File: src/rtl/alu_pkg.sv
// Shared decode constants and enums for the sequential N-bit ALU.
package alu_pkg;

    localparam logic [4:0] FUNCT_ADD = 5'b01000;
    localparam logic [4:0] FUNCT_SUB = 5'b00100;
    localparam logic [4:0] FUNCT_AND = 5'b00000;
    localparam logic [4:0] FUNCT_OR  = 5'b11000;
    localparam logic [4:0] FUNCT_MUL = 5'b10000;

    typedef enum logic [2:0] {
        OP_ADD,
        OP_SUB,
        OP_AND,
        OP_OR,
        OP_MUL
    } op_e;

    typedef enum logic [1:0] {
        ST_IDLE,
        ST_MUL,
        ST_DONE
    } state_e;

endpackage

File: src/rtl/alu_decode_nbit.sv
// Combinational control decoder: alu_op/funct to ALU operation.
module alu_decode_nbit
    import alu_pkg::*;
(
    input  logic       alu_op,
    input  logic [4:0] funct,
    output op_e        op
);

    // Unknown codes and alu_op=0 both fall back to ADD.
    always_comb begin
        op = OP_ADD;
        if (alu_op) begin
            case (funct)
                FUNCT_ADD: op = OP_ADD;
                FUNCT_SUB: op = OP_SUB;
                FUNCT_AND: op = OP_AND;
                FUNCT_OR:  op = OP_OR;
                FUNCT_MUL: op = OP_MUL;
                default:   op = OP_ADD;
            endcase
        end
    end

endmodule

File: src/rtl/alu_seq_nbit.sv
// N-bit ALU with valid/ready handshake, registered outputs and a
// multi-cycle shift-add unsigned multiply.
module alu_seq_nbit
    import alu_pkg::*;
#(
    parameter int WIDTH = 8,
    parameter int CNT_W = $clog2(WIDTH + 1)
) (
    input  logic             clk,
    input  logic             rst,
    input  logic             in_valid,
    output logic             in_ready,
    input  logic [WIDTH-1:0] a,
    input  logic [WIDTH-1:0] b,
    input  logic             alu_op,
    input  logic [4:0]       funct,
    output logic             out_valid,
    input  logic             out_ready,
    output logic [WIDTH-1:0] result,
    output logic             carry_out,
    output logic             borrow_out,
    output logic             zero
);

    state_e             state;
    op_e                op;
    logic [WIDTH:0]     sum_full;
    logic [WIDTH-1:0]   calc_result;
    logic               calc_carry;
    logic               calc_borrow;
    logic [2*WIDTH-1:0] product;
    logic [2*WIDTH-1:0] mcand;
    logic [2*WIDTH-1:0] mul_next;
    logic [WIDTH-1:0]   mplier;
    logic [CNT_W-1:0]   counter;
    logic               accept;
    logic               last_iter;

    alu_decode_nbit u_decode (
        .alu_op (alu_op),
        .funct  (funct),
        .op     (op)
    );

    assign in_ready  = (state == ST_IDLE) && !rst;
    assign accept    = in_valid && in_ready;
    assign sum_full  = {1'b0, a} + {1'b0, b};
    assign last_iter = (counter == CNT_W'(WIDTH - 1));

    // The multiplicand shifts left and the multiplier right, so each step
    // only needs to look at the multiplier's LSB.
    assign mul_next = product + (mplier[0] ? mcand : '0);

    always_comb begin
        calc_result = sum_full[WIDTH-1:0];
        calc_carry  = sum_full[WIDTH];
        calc_borrow = 1'b0;
        case (op)
            OP_SUB: begin
                calc_result = a - b;
                calc_carry  = 1'b0;
                calc_borrow = (a < b);
            end
            OP_AND: begin
                calc_result = a & b;
                calc_carry  = 1'b0;
            end
            OP_OR: begin
                calc_result = a | b;
                calc_carry  = 1'b0;
            end
            default: ;
        endcase
    end

    always_ff @(posedge clk) begin
        if (rst) begin
            state      <= ST_IDLE;
            out_valid  <= 1'b0;
            result     <= '0;
            carry_out  <= 1'b0;
            borrow_out <= 1'b0;
            zero       <= 1'b0;
            counter    <= '0;
            product    <= '0;
            mcand      <= '0;
            mplier     <= '0;
        end else begin
            case (state)
                ST_IDLE: begin
                    if (accept) begin
                        if (op == OP_MUL) begin
                            mcand   <= {{WIDTH{1'b0}}, a};
                            mplier  <= b;
                            product <= '0;
                            counter <= '0;
                            state   <= ST_MUL;
                        end else begin
                            result     <= calc_result;
                            carry_out  <= calc_carry;
                            borrow_out <= calc_borrow;
                            zero       <= (calc_result == '0);
                            out_valid  <= 1'b1;
                            state      <= ST_DONE;
                        end
                    end
                end
                ST_MUL: begin
                    product <= mul_next;
                    mcand   <= mcand << 1;
                    mplier  <= mplier >> 1;
                    counter <= counter + CNT_W'(1);
                    // The last step registers the outputs straight from mul_next.
                    if (last_iter) begin
                        result     <= mul_next[WIDTH-1:0];
                        carry_out  <= |mul_next[2*WIDTH-1:WIDTH];
                        borrow_out <= 1'b0;
                        zero       <= (mul_next[WIDTH-1:0] == '0);
                        out_valid  <= 1'b1;
                        state      <= ST_DONE;
                    end
                end
                ST_DONE: begin
                    if (out_ready) begin
                        out_valid <= 1'b0;
                        state     <= ST_IDLE;
                    end
                end
                default: state <= ST_IDLE;
            endcase
        end
    end

endmodule

File: config.mk
export PLATFORM = sky130hd
export DESIGN_NAME = alu_seq_nbit
export DESIGN_NICKNAME = d
export VERILOG_FILES = /design/src/rtl/alu_pkg.sv /design/src/rtl/alu_decode_nbit.sv /design/src/rtl/alu_seq_nbit.sv
export SDC_FILE = /design/constraint.sdc
export NUM_CORES = 1
export LEC_CHECK = 0
export CORE_ASPECT_RATIO = 0.6
export CORE_MARGIN = 8
export CORE_UTILIZATION = 40
export DETAILED_ROUTE_END_ITERATION = 7
export DONT_BUFFER_PORTS = 1
export PLACE_DENSITY = 0.66
export REMOVE_ABC_BUFFERS = 1
export SYNTH_ARGS = -nofsm -noshare
export SYNTH_HDL_FRONTEND = slang
export SYNTH_SLANG_ARGS = --single-unit
File: constraint.sdc
create_clock -name clk -period 3 [get_ports clk]
set_clock_uncertainty 0.2 [all_clocks]
set_input_delay 0.45 -clock clk [delete_from_list [all_inputs] [get_ports clk]]
set_output_delay 0.45 -clock clk [all_outputs]
set_load 0.01 [all_outputs]
==> results by group, run 1 <==
Drt
  – Wire per inst: 19.87 um
  – Final WL: 14880 um
  – Routed vias/inst: 6.115
  – Routed Antenna Nets: 0
  – Pre-antenna DRT Iters: 5
  – Via count: 4580
  – Drt drc: 0
  – 1st-iter DRT viols: 421

Worst setup path
  – Setup CP Type: flip-flop to flip-flop
  – R2R Path End: carry_out
  – Worst setup path end: carry_out
  – Crit path buf inv count: 0
  – CP Depth: 11
  – Critical-path top delay cell: or4_4
  – Worst setup EP type: flip-flop
  – Crit path launch: mplier[0]
  – CP Max Fanout: 7
  – FF-to-FF setup slack: 5 ps
  – Worst reg2reg path startpoint: mplier[0]
  – Critical Path Max Stage Delay: 500 ps
  – CP top delay family: simple AND/OR/NAND/NOR gates
  – CP startpoint kind: flip-flop
  – Cells along the critical path: and2_4 -> ha_4 -> fa_2 -> a21o_1 -> nand4_1 -> a21o_1 -> and2_4 -> a211oi_4 -> or4_4 -> nor4_4 -> o32ai_1
  – Worst path required time: 3010 ps
  – Register-to-Register Path Depth: 11
  – Crit path arrival time: 3010 ps

Hold path
  – Min-Delay Path Class: primary input to flip-flop
  – Hold Path Origin: rst

Floorplanning
  – Cell Rows: 29
  – Die height: 97.40 um
  – # IOs: 39
  – Core ar.: 10670 um^2
  – Die area: 14770 um^2
  – Initial core utilization: 0.4140
  – Die W: 151.7 um

Clock tree
  – CTS tree: yes
  – Clock Root Buffer: clkbuf_16
  – Clk pin slew, worst setup/hold paths: 50 ps
  – TritonCTS Buffers: 9
  – Clk sinks: 58
  – # H-tree levels: 3
  – Clk buf depth: 2
  – Clk_lat worst skew: 330 ps

Place
  – Placed Cells: 724
  – RD Place Congestion: 0.9298
  – Hpwl dp: 10770 um
  – Area after detailed placement: 4743 um^2
  – Port-buffer cells: 0

Power and ir drop
  – PD cells: 412.5 nW/um^2
  – Pwr Total: 2.180 mW
  – Leak: 2.218 nW
  – Peak supply drop: 292.7 uV

Synth
  – Synth Cell Area: 4417 um^2
  – Synthesized area per cell: 7.589 um^2
  – Distinct cells, synth: 60
  – Post-synth EDFFs: 0
  – Syn Inst Count: 582
  – Ys async rst share: 0
  – FF+latch count, synth: 58
  – Sequential cell area fraction in the yosys report: 0.2629
  – Ys Warns: 0
  – Most used DFF post-synth: dfxtp_1

Global routing
  – Tot GR Track Use: 0.1963
  – Antenna violations before repair: 0
  – Vias in the first global route: 4235
  – First-pass GRT wire length: 23110 um
  – Largest net degree at the start of global routing: 37
  – Grt total ovfl: 0

Timing
  – Final setup viols: 0
  – Final worst path period share: 0.9982
  – Max-slew headroom: 0.4241
  – Fin. Hold Viols: 0
  – Achievable Freq: 0.3339 GHz
  – RSZ-0062 raised after global routing: yes
  – Worst slew pin tran: 861.0 ps
  – Final Max Slew Viols: 0
  – Crit path time final: 2995 ps

Final layout
  – Post-layout instance area: 5285 um^2
  – # diodes: 0
  – Non-Filler Instances: 749
  – Multi-input gate area: 3126 um^2
  – Final-stage net count: 674
  – Layout Area Growth over Synthesis: 19.66%
  – Commonest non-fill, non-tap cell in the layout: nor2_1
  – Commonest non-fill, non-tap cells in the layout: nor2_1 (72), dfxtp_1 (57), a21oi_1 (56)
  – Share of cells above drive strength 1: 0.1525
  – FF/Latch Area: 1165 um^2
  – Fill count: 1017

Run
  – Max Cap Viol: 0

Status
  – Status: completed
## cell type report
type	count	area share
clock buffers	11	0.04593
clock inverters	5	0.01468
repair buffers	47	0.06913
well taps	139	0.03291
flip-flops and latches	58	0.2204
multi-input cells	453	0.5914
inverters	36	0.02557
## state kept, by name, indices dropped and copies added (netlist names)
| name | flops |
|---|---|
| mcand | 16 |
| product | 16 |
| mplier | 8 |
| result | 8 |
| counter | 4 |
| state | 2 |
| borrow_out | 1 |
| carry_out | 1 |
| out_valid | 1 |
| zero | 1 |
## report_power, final
| part | internal (mW) | switching (mW) | total [mW] |
|---|---|---|---|
| Combinational | 0.109 | 0.166 | 0.275 |
| Sequential | 0.782 | 0.0137 | 0.796 |
| Clock | 0.746 | 0.364 | 1.11 |
## timing repair
action                                  in CTS  in global routing
pin swaps                                    2                 15
buffers inserted                             0                  4
resized for setup                            7                 22
endpoints found under the hold margin        8                  1
hold buffers                                 4                  1
endpoints found under the setup margin       2                  4
gates cloned                                 0                  0
## metal layers
layer | track usage | wire (um) | part of all wire
met2 | 0.2622 | 5967 | 0.40
met4 | 0.03598 | 119 | 0.0080
met5 | 0 | 0 | 0
met3 | 0.07349 | 1748 | 0.12
met1 | 0.2889 | 7045 | 0.47
## through the flow
stage	setup TNS (ps)	worst slack, ps	hold WS [ps]	utilization
6_report	0	5.314	21.10	0.4954
3_3_place_gp	0	40.83	246.1	0.4446
5_1_grt	-59.96	-59.96	4.762	0.4954
4_1_cts	-25.88	-25.88	4.445	0.4817
3_5_place_dp	-216.0	-127.9	255.6	0.4446
2_1_floorplan	0	79.00	234.6	-
## worst min-delay path by stage
stage | end | depth (start not counted)
finish | mcand[2] | 1
global route | mcand[2] | 1
CTS | mcand[2] | 1
detailed placement | product[4] | 2
global placement | product[2] | 2
floorplan | product[2] | 2
## cell usage after synthesis (all sizes together) (4+ instances only)
library cell | number | area [um^2]
o21ai | 25 | 128.9
buf | 7 | 30.02
dfxtp | 58 | 1161
nor2 | 72 | 270.3
ha | 40 | 500.5
a2111oi | 7 | 80.08
nor2b | 7 | 43.79
nand2 | 46 | 172.7
o211ai | 7 | 52.55
nand4 | 4 | 25.02
a21o | 11 | 82.58
clkbuf | 28 | 105.1
and2 | 18 | 112.6
xnor2 | 7 | 61.31
a21oi | 58 | 290.3
nor3 | 23 | 115.1
o221a | 7 | 78.83
nand3 | 9 | 45.04
a211oi | 5 | 37.54
a22oi | 25 | 187.7
inv | 36 | 135.1
nand3b | 5 | 37.54
or4 | 4 | 30.03
a31oi | 5 | 31.28
nand2b | 9 | 56.30
nor4 | 5 | 31.28
## logic make-up after synthesis
logic type	synth area share
compound gates	0.2844
mux	0.004533
simple gates	0.2422
xor+xnor	0.01785
buf+inv	0.06119
fa+ha+maj	0.1269
flops	0.2629
No activity file was read; power rests on OpenSTA's default activity.
==> run 2: changes to the inputs <==
Settings changed: PLACE_DENSITY 0.66 to 0.61.
==> results by group, run 2 (same netlist as run 1, synthesis figures left out) <==
Place
  – Area after detailed placement: 4748 um^2 (was 4743 um^2)
  – Hpwl dp: 10580 um (was 10770 um)
  – RD Place Congestion: 0.9923 (was 0.9298)
  – Port-buffer cells: 0 (unchanged)

Timing
  – RSZ-0062 raised after global routing: yes (unchanged)
  – Final Max Slew Viols: 0 (unchanged)
  – Max-slew headroom: 0.6427 (was 0.4241)
  – Final worst path period share: 0.9929 (was 0.9982)
  – Achievable Freq: 0.3357 GHz (was 0.3339 GHz)
  – Final setup viols: 0 (unchanged)
  – Crit path time final: 2979 ps (was 2995 ps)
  – Fin. Hold Viols: 0 (unchanged)
  – Worst slew pin tran: 529.0 ps (was 861.0 ps)

Drt
  – Via count: 4453 (was 4580)
  – Pre-antenna DRT Iters: 5 (unchanged)
  – Drt drc: 0 (unchanged)
  – Wire per inst: 19.27 um (was 19.87 um)
  – 1st-iter DRT viols: 355 (was 421)
  – Final WL: 14340 um (was 14880 um)
  – Routed vias/inst: 5.985 (was 6.115)
  – Routed Antenna Nets: 0 (unchanged)

Worst setup path
  – Setup CP Type: flip-flop to flip-flop (unchanged)
  – Worst path required time: 3020 ps (was 3010 ps)
  – CP startpoint kind: flip-flop (unchanged)
  – Crit path arrival time: 2990 ps (was 3010 ps)
  – CP Max Fanout: 11 (was 7)
  – R2R Path End: carry_out (unchanged)
  – Worst setup EP type: flip-flop (unchanged)
  – FF-to-FF setup slack: 20 ps (was 5 ps)
  – Worst reg2reg path startpoint: mplier[0] (unchanged)
  – Register-to-Register Path Depth: 11 (unchanged)

Hold path
  – Hold Path Origin: rst (unchanged)
  – WHS Endpoint: carry_out (was mcand[2])
  – Hold depth: 1 (unchanged)
  – Min-Delay Path Class: primary input to flip-flop (unchanged)

Clock tree
  – Clk buf depth: 2 (unchanged)
  – Clock Root Buffer: clkbuf_16 (unchanged)
  – CTS tree: yes (unchanged)
  – Clk_lat worst skew: 340 ps (was 330 ps)
  – Clk sinks: 58 (unchanged)
  – # H-tree levels: 3 (unchanged)
  – Clk pin slew, worst setup/hold paths: 50 ps (about the same)
  – TritonCTS Buffers: 9 (unchanged)

Final layout
  – Largest registers: mcand x16, product x16 (unchanged)
  – Commonest non-fill, non-tap cell in the layout: nor2_1 (unchanged)
  – Commonest non-fill, non-tap cells in the layout: nor2_1 (72), dfxtp_1 (57), a21oi_1 (56) (unchanged)
  – Post-layout instance area: 5285 um^2 (unchanged)
  – Final-stage net count: 669 (was 674)
  – # diodes: 0 (unchanged)
  – Layout Area Growth over Synthesis: 19.66% (unchanged)
  – Share of cells above drive strength 1: 0.1504 (was 0.1525)

Floorplanning
  – Cell Rows: 29 (unchanged)
  – Initial core utilization: 0.4140 (unchanged)
  – Die height: 97.40 um (unchanged)
  – Core ar.: 10670 um^2 (unchanged)
  – # IOs: 39 (unchanged)
  – Die area: 14770 um^2 (unchanged)
  – Die W: 151.7 um (unchanged)

Power and ir drop
  – Reg power frac: 0.349 (was 0.365)
  – Clock power share: 0.539 (was 0.509)
  – Peak supply drop: 293.9 uV (was 292.7 uV)
  – PD cells: 430.7 nW/um^2 (was 412.5 nW/um^2)
  – Switch share: 0.2368 (was 0.2491)
  – Int Power: 1.737 mW (was 1.637 mW)
  – Pwr Total: 2.276 mW (was 2.180 mW)
  – Switching power: 0.5391 mW (was 0.5431 mW)
  – Share of total power in combinational logic: 0.112 (was 0.126)
  – Leak: 2.224 nW (was 2.218 nW)

Run
  – Max Cap Viol: 0 (unchanged)

Status
  – Status: completed (unchanged)

Global routing
  – Vias in the first global route: 4017 (was 4235)
  – Grt total ovfl: 0 (unchanged)
  – First-pass GRT wire length: 22620 um (was 23110 um)
  – Antenna violations before repair: 1 (was 0)
  – Tot GR Track Use: 0.1963 (about the same)
  – Largest net degree at the start of global routing: 47 (was 37)
## run 2: worst max-delay path, stage by stage (launching register included)
cell	delay, ps
dfxtp_4	360
buf_4	160
and2_1	190
ha_4	270
and2_4	140
nand4_1	110
a21o_1	220
and2_4	160
a21boi_1	140
or4_4	540
nor4_4	260
o32ai_2	100
## run 2: how the worst max path moves through the flow
stage	slack [ps]	start	end	cells after the start
after floorplan	80	mplier[0]	carry_out	11
after global placement	30	mplier[0]	carry_out	11
after detailed placement	-50	mplier[0]	zero	9
after CTS	1	mplier[0]	carry_out	11
after global routing	-60	mplier[0]	carry_out	12
final	20	mplier[0]	carry_out	11
## run 2: stage by stage
stage,hold WS (ps),TNS [ps],cells,utilization,worst slack (ps)
4_1_cts,30.64,0,744,0.4899,1.068
2_1_floorplan,234.6,0,547,-,79.00
3_3_place_gp,244.5,0,723,0.4451,27.38
5_1_grt,30.96,-60.57,744,0.4954,-60.57
6_report,41.21,0,744,0.4954,21.21
3_5_place_dp,253.3,-98.38,723,0.4451,-53.32
## run 2: power by group through the flow
stage | clock network [mW] | registers, mW | logic (mW)
floorplan | 0 | 0.814 | 0.162
global placement | 0 | 0.813 | 0.227
detailed placement | 0 | 0.813 | 0.232
CTS | 1.25 | 0.796 | 0.249
global route | 1.28 | 0.796 | 0.281
finish | 1.23 | 0.795 | 0.255
## run 2: final cells by class
class	count	area, um^2
fill	1043	5383
clock buffer	12	256.5
clock inverter	4	97.59
inverter	36	135.1
tap	139	173.9
timing repair buffer	42	342.8
sequential	58	1165
multi-input combinational	453	3114
## run 2: layer usage
layer  GRT usage  vias up  wire (um)
li1            -     2137          -
met3     0.06651       15       1467
met2      0.2392      191       5264
met4     0.04948        2        138
met1      0.3066     2108       7453
met5           0        -         13
## run 2: repair_timing
| item | in CTS | in global routing |
|---|---|---|
| buffers inserted | 3 | 0 |
| pin swaps | 8 | 7 |
| hold buffers | 2 | 0 |
| hold endpoints to repair | 46 | 0 |
| setup endpoints to repair | 2 | 3 |
| resized for setup | 15 | 15 |
==> run 3: changes to the inputs <==
Settings changed: CTS_CLUSTER_DIAMETER set to 30, SKIP_LAST_GASP set to 1.
==> results by group, run 3 (same netlist as run 1, synthesis figures left out) <==
Status
  – Status: completed (unchanged)

Worst setup path
  – R2R Path End: carry_out (unchanged)
  – Worst path required time: 3010 ps (was 3020 ps)
  – Worst reg2reg path startpoint: mplier[0] (unchanged)
  – Worst setup EP type: flip-flop (unchanged)
  – Register-to-Register Path Depth: 12 (was 11)
  – Crit path arrival time: 3000 ps (was 2990 ps)
  – CP Max Fanout: 7 (was 11)
  – CP startpoint kind: flip-flop (unchanged)
  – Setup CP Type: flip-flop to flip-flop (unchanged)
  – FF-to-FF setup slack: 10 ps (was 20 ps)

Power and ir drop
  – Leak: 2.227 nW (was 2.224 nW)
  – Clock power share: 0.538 (was 0.539)
  – Share of total power in combinational logic: 0.112 (about the same)
  – Switch share: 0.2361 (was 0.2368)
  – Reg power frac: 0.350 (was 0.349)
  – Pwr Total: 2.274 mW (was 2.276 mW)
  – Peak supply drop: 293.5 uV (was 293.9 uV)
  – PD cells: 432.1 nW/um^2 (was 430.7 nW/um^2)
  – Int Power: 1.737 mW (about the same)
  – Switching power: 0.5368 mW (was 0.5391 mW)

Drt
  – Via count: 4436 (was 4453)
  – Routed Antenna Nets: 0 (unchanged)
  – Routed vias/inst: 5.962 (was 5.985)
  – 1st-iter DRT viols: 356 (was 355)
  – Wire per inst: 19.28 um (was 19.27 um)
  – Pre-antenna DRT Iters: 5 (unchanged)
  – Drt drc: 0 (unchanged)
  – Final WL: 14350 um (was 14340 um)

Timing
  – Max-slew headroom: 0.6385 (was 0.6427)
  – Achievable Freq: 0.3347 GHz (was 0.3357 GHz)
  – WHS: 40.59 ps (was 41.21 ps)
  – Worst slew pin tran: 535.3 ps (was 529.0 ps)
  – Fin. Hold Viols: 0 (unchanged)
  – Final Max Slew Viols: 0 (unchanged)
  – Setup WS post-layout: 12.40 ps (was 21.21 ps)
  – RSZ-0062 raised after global routing: yes (unchanged)
  – Crit path time final: 2988 ps (was 2979 ps)
  – Final worst path period share: 0.9959 (was 0.9929)
  – Final setup viols: 0 (unchanged)

Hold path
  – Hold depth: 1 (unchanged)
  – Hold Path Origin: rst (unchanged)
  – Min-Delay Path Class: primary input to flip-flop (unchanged)
  – WHS Endpoint: carry_out (unchanged)

Place
  – Post-Place Worst Slack: -53.32 ps (unchanged)
  – Port-buffer cells: 0 (unchanged)
  – Hpwl dp: 10580 um (unchanged)
  – Area after detailed placement: 4748 um^2 (unchanged)
  – RD Place Congestion: 0.9923 (unchanged)
  – Placed Cells: 723 (unchanged)

Clock tree
  – Clk_lat worst skew: 340 ps (about the same)
  – TritonCTS Buffers: 9 (unchanged)
  – Clk buf depth: 2 (unchanged)
  – Clock Root Buffer: clkbuf_16 (unchanged)
  – Clk pin slew, worst setup/hold paths: 50 ps (about the same)
  – CTS tree: yes (unchanged)
  – # H-tree levels: 3 (unchanged)
  – Clk sinks: 58 (unchanged)

Final layout
  – Commonest non-fill, non-tap cells in the layout: nor2_1 (72), dfxtp_1 (57), a21oi_1 (56) (unchanged)
  – Commonest non-fill, non-tap cell in the layout: nor2_1 (unchanged)
  – Fill count: 1048 (was 1043)
  – Final-stage net count: 669 (unchanged)
  – Non-Filler Instances: 744 (unchanged)
  – Share of cells above drive strength 1: 0.1488 (was 0.1504)
  – Post-layout instance area: 5263 um^2 (was 5285 um^2)
  – Layout Area Growth over Synthesis: 19.15% (was 19.66%)
  – # diodes: 0 (unchanged)
  – Largest registers: mcand x16, product x16 (unchanged)

Global routing
  – Grt total ovfl: 0 (unchanged)
  – Antenna violations before repair: 1 (unchanged)
  – Largest net degree at the start of global routing: 47 (unchanged)
  – Vias in the first global route: 4017 (unchanged)
  – Tot GR Track Use: 0.1963 (unchanged)
  – First-pass GRT wire length: 22620 um (unchanged)

Floorplanning
  – Initial core utilization: 0.4140 (unchanged)
  – Die area: 14770 um^2 (unchanged)
  – Die height: 97.40 um (unchanged)
  – # IOs: 39 (unchanged)
  – Die W: 151.7 um (unchanged)
  – Core ar.: 10670 um^2 (unchanged)
  – Cell Rows: 29 (unchanged)

Run
  – Max Cap Viol: 0 (unchanged)
run 3: cell types whose count changed in the layout (fill, tap and decap cells not counted):
cell and delta:
ha_4 -2, ha_2 +1, ha_1 +1
run 3: worst max-delay path by stage:
stage / endpoint / start
4_1_cts: carry_out / mplier[0]
2_1_floorplan: carry_out / mplier[0]
3_3_place_gp: carry_out / mplier[0]
5_1_grt: carry_out / mplier[0]
3_5_place_dp: zero / mplier[0]
6_report: carry_out / mplier[0]
run 3: power by group through the flow:
stage / registers (mW) / logic (mW) / clock network (mW)
after floorplan: 0.814 / 0.162 / 0
after global placement: 0.813 / 0.227 / 0
after detailed placement: 0.813 / 0.232 / 0
after CTS: 0.796 / 0.249 / 1.25
after global routing: 0.796 / 0.281 / 1.28
final: 0.795 / 0.255 / 1.22
run 3: final cells by class:
| type | instances | area [um^2] | share of cell area |
|---|---|---|---|
| sequential | 58 | 1165 | 0.2214 |
| timing repair buffer | 42 | 342.8 | 0.06515 |
| inverter | 36 | 135.1 | 0.02568 |
| clock buffer | 12 | 256.5 | 0.04874 |
| clock inverter | 4 | 97.59 | 0.01854 |
| multi-input combinational | 453 | 3092 | 0.5875 |
| tap | 139 | 173.9 | 0.03305 |
run 3: through the flow:
stage / util / setup TNS, ps
global placement: 0.4451 / 0
global route: 0.4933 / -95.44
detailed placement: 0.4451 / -98.38
finish: 0.4933 / 0
CTS: 0.4899 / 0
floorplan: - / 0
run 3: routing by layer:
metal / GRT usage / wire length [um] / up-vias / part of all wire
met5: 0 / 13 / - / 0.00091
met4: 0.04948 / 155 / 2 / 0.011
met3: 0.06651 / 1478 / 19 / 0.10
met2: 0.2392 / 5198 / 186 / 0.36
met1: 0.3066 / 7499 / 2087 / 0.52
li1: - / - / 2142 / -
run 3: critical path: stages (launching register included):
cell and delay (ps):
dfxtp_4 360, and2_4 130, ha_2 180, fa_2 370
a21o_1 200, nand4_1 110, buf_4 120, a21oi_1 70
o21ai_1 120, a21boi_1 100, or4_4 530, nor4_4 260
o32ai_2 100
run 3: what timing repair did:
action / CTS / global route
pin swaps: 8 / 7
hold endpoints to repair: 46 / 0
endpoints found under the setup margin: 2 / 3
gates cloned: 0 / 0
hold buffers: 2 / 0
resized for setup: 15 / 13
buffers inserted: 3 / 0
